File: src/rtl/ws2812_pkg.sv
// ws2812_pkg: shared constants for the WS2812B multi-channel strip driver.
//   - register address map and STATUS bit positions
//   - default bit/latch timing in clock cycles (64 MHz)
//   - FIFO entry layout: {ch, latch, repeat[6:0], G, R, B}
//   - engine state encoding and the brightness scaling helper
package ws2812_pkg;

  localparam logic [3:0] ADDR_CMD     = 4'h0;
  localparam logic [3:0] ADDR_G       = 4'h1;
  localparam logic [3:0] ADDR_R       = 4'h2;
  localparam logic [3:0] ADDR_B       = 4'h3;
  localparam logic [3:0] ADDR_CHSEL   = 4'h4;
  localparam logic [3:0] ADDR_BRIGHT  = 4'h5;
  localparam logic [3:0] ADDR_CLR_OVF = 4'h7;

  localparam int unsigned STAT_BUSY      = 0;
  localparam int unsigned STAT_EMPTY     = 1;
  localparam int unsigned STAT_FULL      = 2;
  localparam int unsigned STAT_OVF       = 3;
  localparam int unsigned STAT_LEVEL_LSB = 4;

  localparam int unsigned DEF_T0H_CYC  = 26;
  localparam int unsigned DEF_T1H_CYC  = 51;
  localparam int unsigned DEF_TBIT_CYC = 80;
  localparam int unsigned DEF_TRST_CYC = 19200;

  localparam int unsigned ENT_B_LSB     = 0;
  localparam int unsigned ENT_R_LSB     = 8;
  localparam int unsigned ENT_G_LSB     = 16;
  localparam int unsigned ENT_REP_LSB   = 24;
  localparam int unsigned ENT_REP_W     = 7;
  localparam int unsigned ENT_LATCH_BIT = 31;
  localparam int unsigned ENT_CH_LSB    = 32;

  function automatic int unsigned entry_width(input int unsigned ch_w);
    return ENT_CH_LSB + ch_w;
  endfunction

  typedef enum logic [1:0] {
    ST_IDLE  = 2'd0,
    ST_LOAD  = 2'd1,
    ST_BITS  = 2'd2,
    ST_LATCH = 2'd3
  } eng_state_e;

  // (c * (bright + 1)) >> 8; bright = 0xFF leaves c unchanged.
  function automatic logic [7:0] scale_byte(input logic [7:0] c, input logic [7:0] bright);
    logic [15:0] prod;
    prod = {8'd0, c} * ({8'd0, bright} + 16'd1);
    return prod[15:8];
  endfunction

endpackage

File: src/rtl/ws2812_bit_engine.sv
// ws2812_bit_engine: pops command entries and serialises them onto one strip line.
//   clk, rst_n       clock, synchronous active-low reset
//   entry_valid_i    FIFO holds at least one entry
//   entry_i          head FIFO entry
//   bright_i         global brightness, sampled when an entry is popped
//   entry_ready_o    pop strobe (asserted only while entry_valid_i)
//   led_o            registered strip lines, only the entry's channel toggles
//   active_o         engine not idle
module ws2812_bit_engine
  import ws2812_pkg::*;
#(
  parameter int unsigned NUM_CH   = 4,
  parameter int unsigned T0H_CYC  = DEF_T0H_CYC,
  parameter int unsigned T1H_CYC  = DEF_T1H_CYC,
  parameter int unsigned TBIT_CYC = DEF_TBIT_CYC,
  parameter int unsigned TRST_CYC = DEF_TRST_CYC,
  localparam int unsigned CH_W    = $clog2(NUM_CH),
  localparam int unsigned ENT_W   = entry_width(CH_W)
) (
  input  logic              clk,
  input  logic              rst_n,
  input  logic              entry_valid_i,
  input  logic [ENT_W-1:0]  entry_i,
  input  logic [7:0]        bright_i,
  output logic              entry_ready_o,
  output logic [NUM_CH-1:0] led_o,
  output logic              active_o
);

  localparam int unsigned CNT_MAX = (TRST_CYC > TBIT_CYC) ? TRST_CYC : TBIT_CYC;
  localparam int unsigned CNT_W   = $clog2(CNT_MAX + 1);

  eng_state_e           state_q, state_d;
  logic [23:0]          shift_q, shift_d;
  logic [23:0]          col_q, col_d;
  logic [4:0]           bit_q, bit_d;
  logic [CNT_W-1:0]     cyc_q, cyc_d;
  logic [ENT_REP_W-1:0] rep_q, rep_d;
  logic                 latch_q, latch_d;
  logic [CH_W-1:0]      ch_q, ch_d;
  logic [NUM_CH-1:0]    led_q, led_d;
  logic [23:0]          scaled;
  logic [CNT_W-1:0]     thigh;

  always_comb begin
    state_d       = state_q;
    shift_d       = shift_q;
    col_d         = col_q;
    bit_d         = bit_q;
    cyc_d         = cyc_q;
    rep_d         = rep_q;
    latch_d       = latch_q;
    ch_d          = ch_q;
    entry_ready_o = 1'b0;
    scaled        = '0;
    led_d         = '0;
    thigh         = '0;

    case (state_q)
      ST_IDLE: begin
        if (entry_valid_i) state_d = ST_LOAD;
      end
      ST_LOAD: begin
        if (entry_valid_i) begin
          entry_ready_o = 1'b1;
          scaled  = {scale_byte(entry_i[ENT_G_LSB +: 8], bright_i),
                     scale_byte(entry_i[ENT_R_LSB +: 8], bright_i),
                     scale_byte(entry_i[ENT_B_LSB +: 8], bright_i)};
          col_d   = scaled;
          shift_d = scaled;
          bit_d   = '0;
          cyc_d   = '0;
          rep_d   = entry_i[ENT_REP_LSB +: ENT_REP_W];
          latch_d = entry_i[ENT_LATCH_BIT];
          ch_d    = entry_i[ENT_CH_LSB +: CH_W];
          state_d = ST_BITS;
        end else begin
          state_d = ST_IDLE;
        end
      end
      ST_BITS: begin
        if (cyc_q == CNT_W'(TBIT_CYC - 1)) begin
          cyc_d = '0;
          if (bit_q == 5'd23) begin
            // Repeats reload the saved scaled colour so pixels stay back-to-back.
            if (rep_q != '0) begin
              rep_d   = rep_q - 1'b1;
              shift_d = col_q;
              bit_d   = '0;
            end else if (latch_q) begin
              state_d = ST_LATCH;
            end else begin
              state_d = entry_valid_i ? ST_LOAD : ST_IDLE;
            end
          end else begin
            bit_d   = bit_q + 5'd1;
            shift_d = {shift_q[22:0], 1'b0};
          end
        end else begin
          cyc_d = cyc_q + 1'b1;
        end
      end
      ST_LATCH: begin
        if (cyc_q == CNT_W'(TRST_CYC - 1)) begin
          cyc_d   = '0;
          state_d = entry_valid_i ? ST_LOAD : ST_IDLE;
        end else begin
          cyc_d = cyc_q + 1'b1;
        end
      end
      default: state_d = ST_IDLE;
    endcase

    // Line level is decoded from next-state so led_o comes straight from a flop.
    thigh = shift_d[23] ? CNT_W'(T1H_CYC) : CNT_W'(T0H_CYC);
    for (int unsigned i = 0; i < NUM_CH; i++) begin
      led_d[i] = (state_d == ST_BITS) && (cyc_d < thigh) && (ch_d == CH_W'(i));
    end
  end

  always_ff @(posedge clk) begin
    if (!rst_n) begin
      state_q <= ST_IDLE;
      shift_q <= '0;
      col_q   <= '0;
      bit_q   <= '0;
      cyc_q   <= '0;
      rep_q   <= '0;
      latch_q <= 1'b0;
      ch_q    <= '0;
      led_q   <= '0;
    end else begin
      state_q <= state_d;
      shift_q <= shift_d;
      col_q   <= col_d;
      bit_q   <= bit_d;
      cyc_q   <= cyc_d;
      rep_q   <= rep_d;
      latch_q <= latch_d;
      ch_q    <= ch_d;
      led_q   <= led_d;
    end
  end

  assign led_o    = led_q;
  assign active_o = (state_q != ST_IDLE);

endmodule

File: src/rtl/ws2812b_multi_driver.sv
// ws2812b_multi_driver: WS2812B multi-strip peripheral on the TinyQV byte bus.
//   clk, rst_n     clock, synchronous active-low reset
//   address        register address
//   data_write     one-cycle write strobe
//   data_in        write data
//   data_out       read data, combinational on address
//   led            strip data lines, idle low
//   busy           engine active or command FIFO non-empty
module ws2812b_multi_driver
  import ws2812_pkg::*;
#(
  parameter int unsigned NUM_CH     = 4,
  parameter int unsigned FIFO_DEPTH = 4,
  parameter int unsigned T0H_CYC    = DEF_T0H_CYC,
  parameter int unsigned T1H_CYC    = DEF_T1H_CYC,
  parameter int unsigned TBIT_CYC   = DEF_TBIT_CYC,
  parameter int unsigned TRST_CYC   = DEF_TRST_CYC
) (
  input  logic              clk,
  input  logic              rst_n,
  input  logic [3:0]        address,
  input  logic              data_write,
  input  logic [7:0]        data_in,
  output logic [7:0]        data_out,
  output logic [NUM_CH-1:0] led,
  output logic              busy
);

  localparam int unsigned CH_W  = $clog2(NUM_CH);
  localparam int unsigned ENT_W = entry_width(CH_W);
  localparam int unsigned AW    = $clog2(FIFO_DEPTH);
  localparam int unsigned LVL_W = AW + 1;

  logic [7:0]       g_q, g_d, r_q, r_d, b_q, b_d, bright_q, bright_d;
  logic [CH_W-1:0]  chsel_q, chsel_d;
  logic             overflow_q, overflow_d;

  logic [ENT_W-1:0] fifo_q [FIFO_DEPTH];
  logic [AW-1:0]    wr_ptr_q, wr_ptr_d, rd_ptr_q, rd_ptr_d;
  logic [LVL_W-1:0] count_q, count_d;

  logic             push, pop, accept, empty, full, eng_active;
  logic [ENT_W-1:0] new_entry;
  logic [7:0]       status;

  assign empty     = (count_q == '0);
  assign full      = (count_q == LVL_W'(FIFO_DEPTH));
  assign push      = data_write && (address == ADDR_CMD);
  // A push into a full FIFO still lands if the engine pops the same cycle.
  assign accept    = push && (!full || pop);
  assign new_entry = {chsel_q, data_in[7], data_in[6:0], g_q, r_q, b_q};
  assign busy      = eng_active || !empty;

  always_comb begin
    g_d        = g_q;
    r_d        = r_q;
    b_d        = b_q;
    chsel_d    = chsel_q;
    bright_d   = bright_q;
    overflow_d = overflow_q;
    if (data_write) begin
      case (address)
        ADDR_G:       g_d        = data_in;
        ADDR_R:       r_d        = data_in;
        ADDR_B:       b_d        = data_in;
        ADDR_CHSEL:   chsel_d    = data_in[CH_W-1:0];
        ADDR_BRIGHT:  bright_d   = data_in;
        ADDR_CLR_OVF: overflow_d = 1'b0;
        default: ;
      endcase
    end
    // A new overflow wins over a same-cycle clear.
    if (push && full && !pop) overflow_d = 1'b1;

    wr_ptr_d = accept ? wr_ptr_q + AW'(1) : wr_ptr_q;
    rd_ptr_d = pop    ? rd_ptr_q + AW'(1) : rd_ptr_q;
    count_d  = count_q;
    if (accept && !pop)      count_d = count_q + LVL_W'(1);
    else if (!accept && pop) count_d = count_q - LVL_W'(1);
  end

  always_ff @(posedge clk) begin
    if (!rst_n) begin
      g_q        <= '0;
      r_q        <= '0;
      b_q        <= '0;
      chsel_q    <= '0;
      bright_q   <= 8'hFF;
      overflow_q <= 1'b0;
      wr_ptr_q   <= '0;
      rd_ptr_q   <= '0;
      count_q    <= '0;
    end else begin
      g_q        <= g_d;
      r_q        <= r_d;
      b_q        <= b_d;
      chsel_q    <= chsel_d;
      bright_q   <= bright_d;
      overflow_q <= overflow_d;
      wr_ptr_q   <= wr_ptr_d;
      rd_ptr_q   <= rd_ptr_d;
      count_q    <= count_d;
    end
  end

  // Storage needs no reset: pointers and count define what is valid.
  always_ff @(posedge clk) begin
    if (accept) fifo_q[wr_ptr_q] <= new_entry;
  end

  ws2812_bit_engine #(
    .NUM_CH   (NUM_CH),
    .T0H_CYC  (T0H_CYC),
    .T1H_CYC  (T1H_CYC),
    .TBIT_CYC (TBIT_CYC),
    .TRST_CYC (TRST_CYC)
  ) u_engine (
    .clk           (clk),
    .rst_n         (rst_n),
    .entry_valid_i (!empty),
    .entry_i       (fifo_q[rd_ptr_q]),
    .bright_i      (bright_q),
    .entry_ready_o (pop),
    .led_o         (led),
    .active_o      (eng_active)
  );

  always_comb begin
    status                         = '0;
    status[STAT_BUSY]              = busy;
    status[STAT_EMPTY]             = empty;
    status[STAT_FULL]              = full;
    status[STAT_OVF]               = overflow_q;
    status[STAT_LEVEL_LSB +: 4]    = 4'(count_q);
    case (address)
      ADDR_CMD:    data_out = status;
      ADDR_G:      data_out = g_q;
      ADDR_R:      data_out = r_q;
      ADDR_B:      data_out = b_q;
      ADDR_CHSEL:  data_out = 8'(chsel_q);
      ADDR_BRIGHT: data_out = bright_q;
      default:     data_out = 8'h00;
    endcase
  end

endmodule

File: config.mk
export PLATFORM = sky130hd
export DESIGN_NAME = ws2812b_multi_driver
export DESIGN_NICKNAME = d
export VERILOG_FILES = /design/src/rtl/ws2812_pkg.sv /design/src/rtl/ws2812_bit_engine.sv /design/src/rtl/ws2812b_multi_driver.sv
export SDC_FILE = /design/constraint.sdc
export NUM_CORES = 1
export LEC_CHECK = 0
export BUFFER_PORTS_ARGS = -buffer_cell sky130_fd_sc_hd__buf_4
export CAP_MARGIN = 20
export CORE_MARGIN = 2
export CORE_UTILIZATION = 64
export CTS_BUF_LIST = sky130_fd_sc_hd__clkbuf_4 sky130_fd_sc_hd__clkbuf_8 sky130_fd_sc_hd__clkbuf_16
export DETAILED_ROUTE_END_ITERATION = 6
export HOLD_SLACK_MARGIN = 0.12
export PLACE_DENSITY = 0.89
export SKIP_LAST_GASP = 1
export SYNTH_ARGS = -nofsm -noshare
export SYNTH_HDL_FRONTEND = slang
export SYNTH_SLANG_ARGS = --single-unit
export TNS_END_PERCENT = 1
File: constraint.sdc
create_clock -name clk -period 8.21 [get_ports clk]
set_input_delay 2.0525 -clock clk [delete_from_list [all_inputs] [get_ports clk]]
set_output_delay 2.0525 -clock clk [all_outputs]
set_load 0.005 [all_outputs]
== Word level (Yosys, flattened, before mapping) ==
Memory sizes are Yosys's and may differ from the RTL's. A register that Yosys moved wholly into a read port is not among the register bits.
Index checks and enable logic that the tools add are counted.

* Register bits after elaboration: 126
* Logic and storage cells: 134
* Output and inout port bits: 13
* Memories kept: 1
* Bits in writable memories: 136
* Bits of input ports: 15

{| class="wikitable"
|+ Memory list
! memory !! words !! bits a word !! read ports !! clocked after memory_dff !! write ports !! RTL line !! text
|-
| fifo_q || 4 || 34 || 1 || 1 || 1 || ws2812b_multi_driver.sv:38 || <nowiki>logic [ENT_W-1:0] fifo_q [FIFO_DEPTH];</nowiki>
|}

* Muxes and demuxes: 43
* Add/sub/neg operators: 8
* Multipliers: 3
* Magnitude comparators: 1
* Equal/unequal tests: 22
* Bitwise gates (word level): 1
* Reductions and logical operators: 36

{| class="wikitable"
|+ Operators by type and width
! cell !! number
|-
| 2-to-1 mux 24 bit || 4
|-
| one-hot mux 24 bit (2 select lines) || 1
|-
| one-hot mux 8 bit (6 select lines) || 1
|-
| 2-to-1 mux 15 bit || 3
|-
| one-hot mux 15 bit (3 select lines) || 1
|-
| multiplier 8 x 16 -> 16 bit || 2
|-
| 2-to-1 mux 7 bit || 4
|-
| 2-to-1 mux 2 bit || 11
|-
| 2-to-1 mux 5 bit || 4
|-
| multiplier 8 x 9 -> 16 bit || 1
|-
| adder 15 x 1 -> 15 bit (second input constant) || 1
|-
| == test 15 bit (second input constant) || 1
|-
| == test 15 x 7 -> 1 bit (second input constant) || 1
|-
| < comparator 15 bit || 1
|-
| one-hot mux 7 bit (2 select lines) || 1
|-
| AND reduction 2 bit || 7
|-
| == test 4 x 3 -> 1 bit (second input constant) || 3
|-
| logical AND 1 bit || 11
|-
| == test 2 bit (second input constant) || 5
|-
| one-hot mux 5 bit (2 select lines) || 1
|-
| nonzero test 2 bit || 5
|-
| adder 8 x 1 -> 9 bit (second input constant) || 1
|-
| == test 4 x 2 -> 1 bit (second input constant) || 2
|-
| 2-to-1 mux 1 bit || 8
|-
| 24 further kinds || 34
|}

== Longest topological paths before layout ==
Gate-level depths: netlist of the first run.

* Word-level depth: 10
* Gate-level depth with buffers: 31
* Mapped depth without buffers: 29

== By module ==
Synthesis of the first run repeated with hierarchy kept, for this count alone.

* Cell total of the unflattened synthesis: 1688
* Area, all modules: 17534.3 µm²

{| class="wikitable"
|+ By module, submodules not included
! module !! area an instance (µm²) !! sequential area each (µm²) !! instances !! cells each
|-
| ws2812_bit_engine || 10423.7 || 1681.6 || 1 || 1241
|-
| ws2812b_multi_driver || 7110.6 || 4964.8 || 1 || 447
|}

== Least setup slack after synthesis of the first run ==
OpenSTA, ideal clock, no wires.

* Kind: register -> register
* From: register with a tool-made name
* To: register u_engine.led_q[1] (netlist: u_engine.led_o[1])
* Cell stages (with the launch flop): 27
* Setup time: 92 ps
* Path buffers: 3
* Data required time: 8118 ps
* Setup slack: 1268 ps
* Period minus slack after synthesis: 6942 ps
* Data arrival time: 6850 ps
* Cell sequence: dfxtp_1 buf_1 buf_1 buf_1 mux2i_1 nand2_1 o21ai_0 nor2_1 fa_1 fa_1 fa_1 inv_1 fa_1 inv_1 ha_1 a21oi_1 o21ai_0 o2111ai_2 a21oi_1 or4_1 nand3_1 a21oi_1 ha_1 o21bai_1 or4_1 nand4b_4 nor4_1

{| class="wikitable"
|+ RTL lines
! item !! RTL line !! text
|-
| to (signal assigned) || ws2812_bit_engine.sv:141 || <nowiki>led_q <= led_d;</nowiki>
|-
| to (decl) || ws2812_bit_engine.sv:41 || <nowiki>logic [NUM_CH-1:0] led_q, led_d;</nowiki>
|}

==> results.sh, run 1 <==
export IMPL_status="finished clean"
export IMPL_grt_overflow=0
export IMPL_slowest_stage="dfxtp_2"
export IMPL_hpwl_um=30620
export IMPL_synth_top_area_frac=0.2346
export IMPL_skew_ps=12.92
export IMPL_ant_nets=0
export IMPL_antenna_cells=0
export IMPL_critPathLaunchType="flop"
export IMPL_layout_cells_non_filler=2117
export IMPL_cts_hold_buf=0
export IMPL_dr_first_iter_drc_count=1351
export IMPL_grt_max_degree=79
export IMPL_grt_pass1_wl_um=71030
export IMPL_rsz0062_at_grt="no"
export IMPL_syn2layout_area_growth_pct=8.386
export IMPL_cpLargestDelayFamily="adder cells"
export IMPL_fmax_ghz=0.1337
export IMPL_path_buf_inv=4
export IMPL_core_area_um2=26800
export IMPL_crit_path_end_kind="flop"
export IMPL_cts_inserted_buffers=26
export IMPL_vias_per_cell=6.460
export IMPL_wl_per_cell_um=21.00
export IMPL_grt_use_total=0.3151
export IMPL_insertion_delay_ps=540
export IMPL_yosys_area_top_type="edfxtp_1"
export IMPL_antenna_found_initial=0
export IMPL_grt_busiest_layer="met2"
export IMPL_drive_above_1_share=0.09403
export IMPL_hold_viol=0
export IMPL_timing_final_crit_share=0.9111
export IMPL_async_flop_share=0
export IMPL_yosysUniqueCellTypes=78
export IMPL_critical_path_max_fanout=24
export IMPL_route_vias_total=13680
export IMPL_ys_top_cells_by_area="edfxtp_1, dfxtp_1, fa_1, ha_1, nand2_1"
export IMPL_finalInstanceArea_um2=18870
export IMPL_synth_edf_count=136
export IMPL_path_class="reg -> reg"
export IMPL_max_slew_margin=0.2140
export IMPL_die_x_um=168.9
export IMPL_grtUsageMet1=0.4029
export IMPL_finalMaxSlewViolations=0
export IMPL_ctsResizeCount=0
export IMPL_cts_tree="built"
export IMPL_cts_num_sinks=264
export IMPL_htree_levels=1
export IMPL_use_met3=0.04770
export IMPL_ys_seq_elements=264
export IMPL_cap_viol_max_count=0
export IMPL_tightest_slew_ps=1170
export IMPL_start_util=0.6497
export IMPL_setup_violations=0
export IMPL_powerDensity_nw_per_um2=176.1
export IMPL_fin_crit_ps=7480
export IMPL_placed_cell_area_um2=18010
export IMPL_syn_area_um2=17410
export IMPL_die_h_um=168.9
export IMPL_setup_tns_final_ps=0
export IMPL_clk_path_buf_depth=3
export IMPL_rows=60
export IMPL_cp_arrival_ps=7870
export IMPL_grt_met2_usage=0.5333
export IMPL_critical_path_required_ps=8600
export IMPL_ir_drop_mv=0.1923
export IMPL_layout_setup_ws_ps=730.0
export IMPL_holdCritPathClass="reg -> reg"
export IMPL_route_detailed_drc=0
export IMPL_ys_warn_count=0
export IMPL_pre_cts_ws_ps=795.9
export IMPL_ys_top_cells_by_count="nand2_1, nor2_1, inv_1, edfxtp_1, dfxtp_1"
export IMPL_max_stage_delay_ps=750
export IMPL_power_mw=3.323
export IMPL_power_leakage_nw=7.840
export IMPL_syn_avg_cell_area_um2=10.00
export IMPL_gp_congestion=0.9864
export IMPL_grt_pass1_vias=13880
export IMPL_cts_root_buf="clkbuf_16"
export IMPL_cts_setup_buffers=0
export IMPL_synth_most_common_cell="nand2_1"
export IMPL_postLayoutCoreUtil=0.7042
export IMPL_clk_pin_slew_ps=60
export IMPL_hold_worst_slack_ps=453.8
export IMPL_design_portCount=28
export IMPL_seq_area_frac_synth=0.3817
export IMPL_ys_flop_type="edfxtp_1"
export IMPL_synth_fp_nets=1990
export IMPL_dr_pass1_iters=7
export IMPL_final_nets=2005
export IMPL_portBuffers=27
export IMPL_dp_cells=2069
export IMPL_dieArea_um2=28540
export IMPL_drt_total_wl_um=44460
export IMPL_synthCells=1741
final timing paths:
check | slack (ps) | start | endpoint | cells after the start
max | 730 | flop | u_engine.led_o[1] | 26
min | 450 | u_engine.col_q[16] | u_engine.col_q[16] | 2
max reg2reg | 730 | flop | u_engine.led_o[1] | 26
min reg2reg | 450 | u_engine.col_q[16] | u_engine.col_q[16] | 2
power by group:
| part | total, mW | switching (mW) | internal (mW) |
|---|---|---|---|
| Sequential | 1.44 | 0.0324 | 1.40 |
| Clock | 1.19 | 0.506 | 0.687 |
| Combinational | 0.693 | 0.451 | 0.242 |
final cells by class:
type / instances / area (um^2)
multi-input combinational: 1238 / 9864
fill: 1765 / 7929
sequential: 264 / 6649
clock buffer: 34 / 723.2
inverter: 166 / 623.1
timing repair buffer: 60 / 450.4
tap: 341 / 426.7
clock inverter: 14 / 135.1
state kept, by name (all words and copies together) (netlist names), 4 cells and up, named ones only:
signal	cells
fifo_q	136
g_q	8
u_engine.bit_q	5
u_engine.led_o	4
u_engine.shift_q	24
u_engine.cyc_q	15
bright_q	8
u_engine.col_q	24
r_q	8
u_engine.rep_q	7
b_q	8
kinds of logic after synthesis:
logic type / synth area share
xor gates and xnor gates: 0.02213
and+or+nand+nor: 0.1672
buffers and inverters: 0.05239
muxes: 0.05440
DFF: 0.3817
adders and majority gates: 0.2203
AOI/OAI and AO/OA: 0.1018
worst min-delay path, cell delays in order, from the launching register on:
cell,delay [ps]
dfxtp_1,310
nand2_1,50
a21oi_1,50
metal layers:
| layer | wire [um] | share of wire |
|---|---|---|
| met1 | 16480 | 0.37 |
| met2 | 21230 | 0.48 |
| met3 | 4619 | 0.10 |
| met4 | 2126 | 0.048 |
| met5 | 0 | 0 |
cells in the final DEF (no fill, tap or decap), types with 4 or more instances in the layout:
cell type,netlist,layout
a21oi_1,87,87
and3_1,14,14
nand2_1,229,229
a21o_1,8,8
inv_1,165,165
clkbuf_16,0,26
nand2b_1,19,19
edfxtp_1,136,136
o21ai_1,11,11
a31oi_1,4,4
buf_4,1,60
xor2_1,19,19
dfxtp_1,128,126
nor2b_1,8,8
nor4_1,6,6
clkinv_2,0,5
ha_1,113,113
nand4_1,12,12
o221ai_1,9,9
nor2_1,166,166
mux2_2,15,15
nor3_1,26,25
xnor2_1,25,25
and2_1,43,43
o21a_1,23,23
or3_1,9,9
o31ai_1,6,6
mux2i_1,26,26
mux4_2,23,23
a22oi_1,35,35
o21ai_0,42,42
clkbuf_4,0,6
fa_1,121,121
nand4b_1,5,5
nand3_1,65,65
Note: power is estimated with default switching activity, not from simulation.
==> run 2, diff against run 1 <==
SYNTH_HIERARCHICAL = 1   (was default)
clock period = 8.2 ns   (was 8.21 ns; I/O delays follow)
==> results.sh, run 2 <==
export IMPL_drt_total_wl_um=41610
export IMPL_yosys_area_top_type="edfxtp_1"
export IMPL_mostFrequentLayoutCells="inv_1, nand2_1, edfxtp_1"
export IMPL_cts_tree="built"
export IMPL_cts_hold_buf=0
export IMPL_rows=60
export IMPL_ctsResizeCount=0
export IMPL_syn_area_um2=17530
export IMPL_ir_drop_mv=0.1829
export IMPL_synth_most_common_cell="inv_1"
export IMPL_fillers=1734
export IMPL_cp_common_cell="fa_1"
export IMPL_grt_use_total=0.2935
export IMPL_syn_avg_cell_area_um2=10.39
export IMPL_synthCells=1688
export IMPL_tightest_slew_ps=1116
export IMPL_path_cells="buf_4, ha_1, nand3_1, nor2_1, xor2_1, buf_4, nand2_1, fa_1, fa_1, fa_1, fa_1, inv_1, ha_1, nand2_1, o21ai_0, a221oi_1, and2_1, o41ai_1, nor2_1, ha_1, a21oi_1, nand4b_4, nor4b_4, nor4b_1"
export IMPL_finalInstanceArea_um2=18940
export IMPL_timing_final_crit_share=0.8951
export IMPL_largest_reg_flops=136
export IMPL_cts_inserted_buffers=27
export IMPL_route_vias_total=12960
export IMPL_ys_warn_count=6
export IMPL_critical_path_required_ps=8630
export IMPL_synth_top_area_frac=0.2329
export IMPL_slowest_stage="fa_1"
export IMPL_cts_root_buf="clkbuf_16"
export IMPL_wl_per_cell_um=20.38
export IMPL_vias_per_cell=6.348
export IMPL_start_util=0.6506
export IMPL_portBuffers=27
export IMPL_ys_top_cells_by_area="edfxtp_1, dfxtp_1, fa_1, ha_1, mux4_2"
export IMPL_skew_ps=23.28
export IMPL_cpLargestDelayFamily="adder cells"
export IMPL_worst_setup_path_startpoint="bright_q[0]"
export IMPL_largestRegisters="fifo_q: 136 flops, u_engine/col_q: 24 flops, u_engine/shift_q: 24 flops"
export IMPL_power_mw=3.438
export IMPL_max_slew_margin=0.2549
export IMPL_drive_above_1_share=0.09524
export IMPL_grt_pass1_vias=13090
export IMPL_endpoint="u_engine/led_o[3]"
export IMPL_ys_flop_type="edfxtp_1"
export IMPL_critical_path_max_fanout=26
export IMPL_final_nets=1927
export IMPL_design_portCount=28
export IMPL_gp_congestion=0.9491
export IMPL_powerDensity_nw_per_um2=181.5
export IMPL_cp_depth=24
export IMPL_status="finished clean"
export IMPL_cts_num_sinks=264
export IMPL_dieArea_um2=28740
export IMPL_ys_seq_elements=264
export IMPL_ys_top_cells_by_count="inv_1, nand2_1, edfxtp_1, dfxtp_1, and2_1"
export IMPL_htree_levels=1
export IMPL_path_buf_inv=3
export IMPL_hold_worst_slack_ps=455.5
export IMPL_worst_r2r_cell_count=24
export IMPL_setup_tns_final_ps=0
export IMPL_mostFrequentLayoutCell="inv_1"
export IMPL_cts_setup_buffers=0
export IMPL_pre_cts_ws_ps=1145
export IMPL_antenna_found_initial=0
export IMPL_hold_viol=0
export IMPL_synth_fp_nets=1935
export IMPL_ant_nets=0
export IMPL_yosysUniqueCellTypes=80
export IMPL_seq_area_frac_synth=0.3790
export IMPL_regMostFlops="fifo_q"
export IMPL_grt_max_degree=50
export IMPL_path_class="reg -> reg"
export IMPL_grt_pass1_wl_um=67140
export IMPL_timing_rr_end="u_engine/led_o[3]"
export IMPL_synth_edf_count=136
export IMPL_register_area_um2=6648
export IMPL_holdCritPathClass="reg -> reg"
export IMPL_finalMaxSlewViolations=0
export IMPL_rr_startpoint="bright_q[0]"
export IMPL_rsz0062_at_grt="no"
export IMPL_crit_path_end_kind="flop"
export IMPL_max_stage_delay_ps=570
export IMPL_dr_first_iter_drc_count=1367
export IMPL_multiInputGateArea_um2=9915
export IMPL_grt_overflow=0
export IMPL_placed_cell_area_um2=17990
export IMPL_core_area_um2=26950
export IMPL_syn2layout_area_growth_pct=8.013
export IMPL_die_h_um=169.5
export IMPL_hpwl_um=28020
export IMPL_r2r_slack_ps=860
export IMPL_dr_pass1_iters=6
export IMPL_die_x_um=169.5
export IMPL_dp_cells=1991
export IMPL_clk_pin_slew_ps=60
export IMPL_route_detailed_drc=0
export IMPL_power_leakage_nw=7.522
export IMPL_cp_arrival_ps=7770
export IMPL_postLayoutCoreUtil=0.7027
export IMPL_holdPathStages=2
export IMPL_async_flop_share=0
export IMPL_fmax_ghz=0.1362
export IMPL_fin_crit_ps=7340
export IMPL_antenna_cells=0
export IMPL_layout_cells_non_filler=2042
export IMPL_cap_viol_max_count=0
export IMPL_insertion_delay_ps=560
export IMPL_critPathLaunchType="flop"
export IMPL_layout_setup_ws_ps=859.8
export IMPL_setup_violations=0
export IMPL_clk_path_buf_depth=3
## run 2: routing by layer
metal  track usage  vias to the layer above  wire, um
met5             0                        -         0
met4        0.1081                        0      1504
met3       0.04524                      130      3681
met2        0.5056                      694     20630
met1        0.3786                     6321     15790
li1              -                     5818         -
## run 2: power by group
| part | internal (mW) | switching [mW] | leakage, nW | total (mW) |
|---|---|---|---|---|
| Clock | 0.732 | 0.522 | 0.465 | 1.25 |
| Sequential | 1.41 | 0.0331 | 2.18 | 1.44 |
| Combinational | 0.277 | 0.467 | 4.87 | 0.744 |
## run 2: worst min path at each step
stage	from	to	slack, ps
6_report	u_engine/shift_q[12]	u_engine/shift_q[12]	460
3_3_place_gp	u_engine/shift_q[2]	u_engine/shift_q[2]	440
2_1_floorplan	u_engine/shift_q[13]	u_engine/shift_q[13]	420
5_1_grt	u_engine/shift_q[2]	u_engine/shift_q[2]	480
4_1_cts	u_engine/col_q[14]	u_engine/col_q[14]	450
3_5_place_dp	u_engine/col_q[14]	u_engine/col_q[14]	450
## run 2: worst reg2reg max path, cell delays in order (launching register included)
cell,delay [ps]
dfxtp_1,310
buf_4,290
ha_1,260
nand3_1,210
nor2_1,330
xor2_1,220
buf_4,320
nand2_1,140
fa_1,570
fa_1,450
fa_1,540
fa_1,560
inv_1,50
ha_1,380
nand2_1,80
o21ai_0,210
a221oi_1,180
and2_1,210
o41ai_1,440
nor2_1,130
ha_1,200
a21oi_1,250
nand4b_4,140
nor4b_4,360
nor4b_1,380
## run 2: cell families (layout without fill, tap and decap cells)
logic type	Yosys count	count (layout)	share of synthesized area
mux	55	55	0.05801
compound gates	267	267	0.09869
flops	264	264	0.3790
simple gates	569	569	0.1680
buf+inv	257	270	0.05694
fa+ha+maj	232	232	0.2174
xor+xnor	44	44	0.02198
## run 2: cell type report
class	count	share of cell area
inverter	171	0.03389
clock inverter	10	0.005285
sequential	264	0.3510
multi-input combinational	1167	0.5235
timing repair buffer	49	0.02048
tap	341	0.02253
clock buffer	40	0.04334
==> run 3, diff against run 2 <==
CTS_CLUSTER_DIAMETER = 50   (was default)
SYNTH_HIERARCHICAL = default   (was 1)
==> results.sh, run 3 (synthesized netlist as in run 1, its figures left out) <==
export IMPL_cts_inserted_buffers=26
export IMPL_die_x_um=168.9
export IMPL_cts_hold_buf=0
export IMPL_design_portCount=28
export IMPL_drive_above_1_share=0.09572
export IMPL_finalMaxSlewViolations=0
export IMPL_p_switching_mw=0.9948
export IMPL_skew_ps=17.88
export IMPL_critPathLaunchType="flop"
export IMPL_postLayoutCoreUtil=0.7068
export IMPL_ant_nets=0
export IMPL_path_class="reg -> reg"
export IMPL_drt_total_wl_um=45220
export IMPL_grt_use_total=0.3210
export IMPL_cp_arrival_ps=7880
export IMPL_rsz0062_at_grt="no"
export IMPL_vias_per_cell=6.500
export IMPL_wl_per_cell_um=21.36
export IMPL_placed_cell_area_um2=18010
export IMPL_hold_viol=0
export IMPL_regMostFlops="fifo_q"
export IMPL_power_mw=3.392
export IMPL_sw_frac_of_total=0.2932
export IMPL_max_stage_delay_ps=730
export IMPL_dieArea_um2=28540
export IMPL_gp_congestion=0.9867
export IMPL_powerDensity_nw_per_um2=179.1
export IMPL_cpLargestDelayFamily="adder cells"
export IMPL_cts_tree="built"
export IMPL_timing_final_crit_share=0.9146
export IMPL_grt_max_degree=79
export IMPL_min_delay_start="u_engine.col_q[1]"
export IMPL_critical_path_max_fanout=24
export IMPL_grt_pass1_vias=14160
export IMPL_largestRegisters="fifo_q: 136 flops, u_engine.col_q: 24 flops, u_engine.shift_q: 24 flops"
export IMPL_dr_pass1_iters=7
export IMPL_die_h_um=168.9
export IMPL_cts_root_buf="clkbuf_16"
export IMPL_cts_setup_buffers=0
export IMPL_holdCritPathClass="reg -> reg"
export IMPL_final_nets=2005
export IMPL_setup_violations=0
export IMPL_start_util=0.6497
export IMPL_portBuffers=27
export IMPL_tightest_slew_ps=1064
export IMPL_pre_cts_ws_ps=774.3
export IMPL_grt_overflow=0
export IMPL_setup_tns_final_ps=0
export IMPL_crit_path_end_kind="flop"
export IMPL_status="complete, but fails checks"
export IMPL_share_seq_of_total_power=0.424
export IMPL_antenna_found_initial=0
export IMPL_fmax_ghz=0.1333
export IMPL_syn2layout_area_growth_pct=8.788
export IMPL_htree_levels=1
export IMPL_mostFrequentLayoutCells="nand2_1, nor2_1, inv_1"
export IMPL_path_buf_inv=4
export IMPL_p_int_mw=2.398
export IMPL_core_area_um2=26800
export IMPL_grt_pass1_wl_um=72020
export IMPL_largest_reg_flops=136
export IMPL_ctsResizeCount=0
export IMPL_mostFrequentLayoutCell="nand2_1"
export IMPL_hold_worst_slack_ps=458.5
export IMPL_slowest_stage="dfxtp_2"
export IMPL_critical_path_required_ps=8580
export IMPL_rows=60
export IMPL_cts_num_sinks=264
export IMPL_fin_crit_ps=7500
export IMPL_finalInstanceArea_um2=18940
export IMPL_antenna_cells=0
export IMPL_dp_cells=2069
export IMPL_clk_pin_slew_ps=60
export IMPL_power_leakage_nw=7.875
export IMPL_violations="DRC"
export IMPL_cap_viol_max_count=0
export IMPL_hpwl_um=30870
export IMPL_insertion_delay_ps=540
export IMPL_clk_path_buf_depth=3
export IMPL_route_vias_total=13760
export IMPL_clock_power_share=0.372
export IMPL_layout_setup_ws_ps=700.5
export IMPL_layout_cells_non_filler=2117
export IMPL_dr_first_iter_drc_count=1441
export IMPL_ir_drop_mv=0.2234
export IMPL_p_comb_frac=0.205
export IMPL_max_slew_margin=0.2852
export IMPL_route_detailed_drc=1
## run 3: cell count changes in the layout (fill, tap and decap cells not counted), sizes merged, moves of 20 or more
cell	before	now
nand2	167	229
o21a	3	23
and2	129	44
a22oi	6	35
o21ai	86	54
nor2	80	166
## run 3: layout make-up
cell class              instances  area [um^2]
multi-input cells            1238         9864
fillers                      1752         7859
flip-flops and latches        264         6649
clock buffers                  39        809.5
inverters                     166        623.1
repair buffers                 60        450.4
well taps                     341        426.7
clock inverters                 9        118.9
## run 3: per-layer routing
layer	part of all wire	wire, um	GRT usage	vias to the layer above
li1	-	-	-	6017
met1	0.37	16550	0.4076	6604
met2	0.47	21310	0.5326	893
met3	0.11	4762	0.04933	246
met4	0.057	2594	0.1747	0
met5	0	0	0	-
## run 3: power groups by stage
stage	clock, mW	combinational (mW)	sequential (mW)
global placement	0	0.636	1.46
CTS	1.27	0.677	1.44
finish	1.26	0.694	1.44
detailed placement	0	0.666	1.46
global route	1.32	0.755	1.44
floorplan	0	0.474	1.45
## run 3: final timing paths
kind                                           to  slack [ps]  cells past startpoint
worst max-delay path            u_engine.led_o[2]         700                     26
worst max register to register  u_engine.led_o[2]         700                     26
worst min register to register  u_engine.col_q[1]         460                      2
worst min-delay path            u_engine.col_q[1]         460                      2
## run 3: worst min-delay path: cells and delay by family (launching register included)
| family | cells | cell delay (ps) |
|---|---|---|
| DFF | 1 | 310 |
| and+or+nand+nor | 1 | 50 |
| AOI/OAI and AO/OA | 1 | 50 |
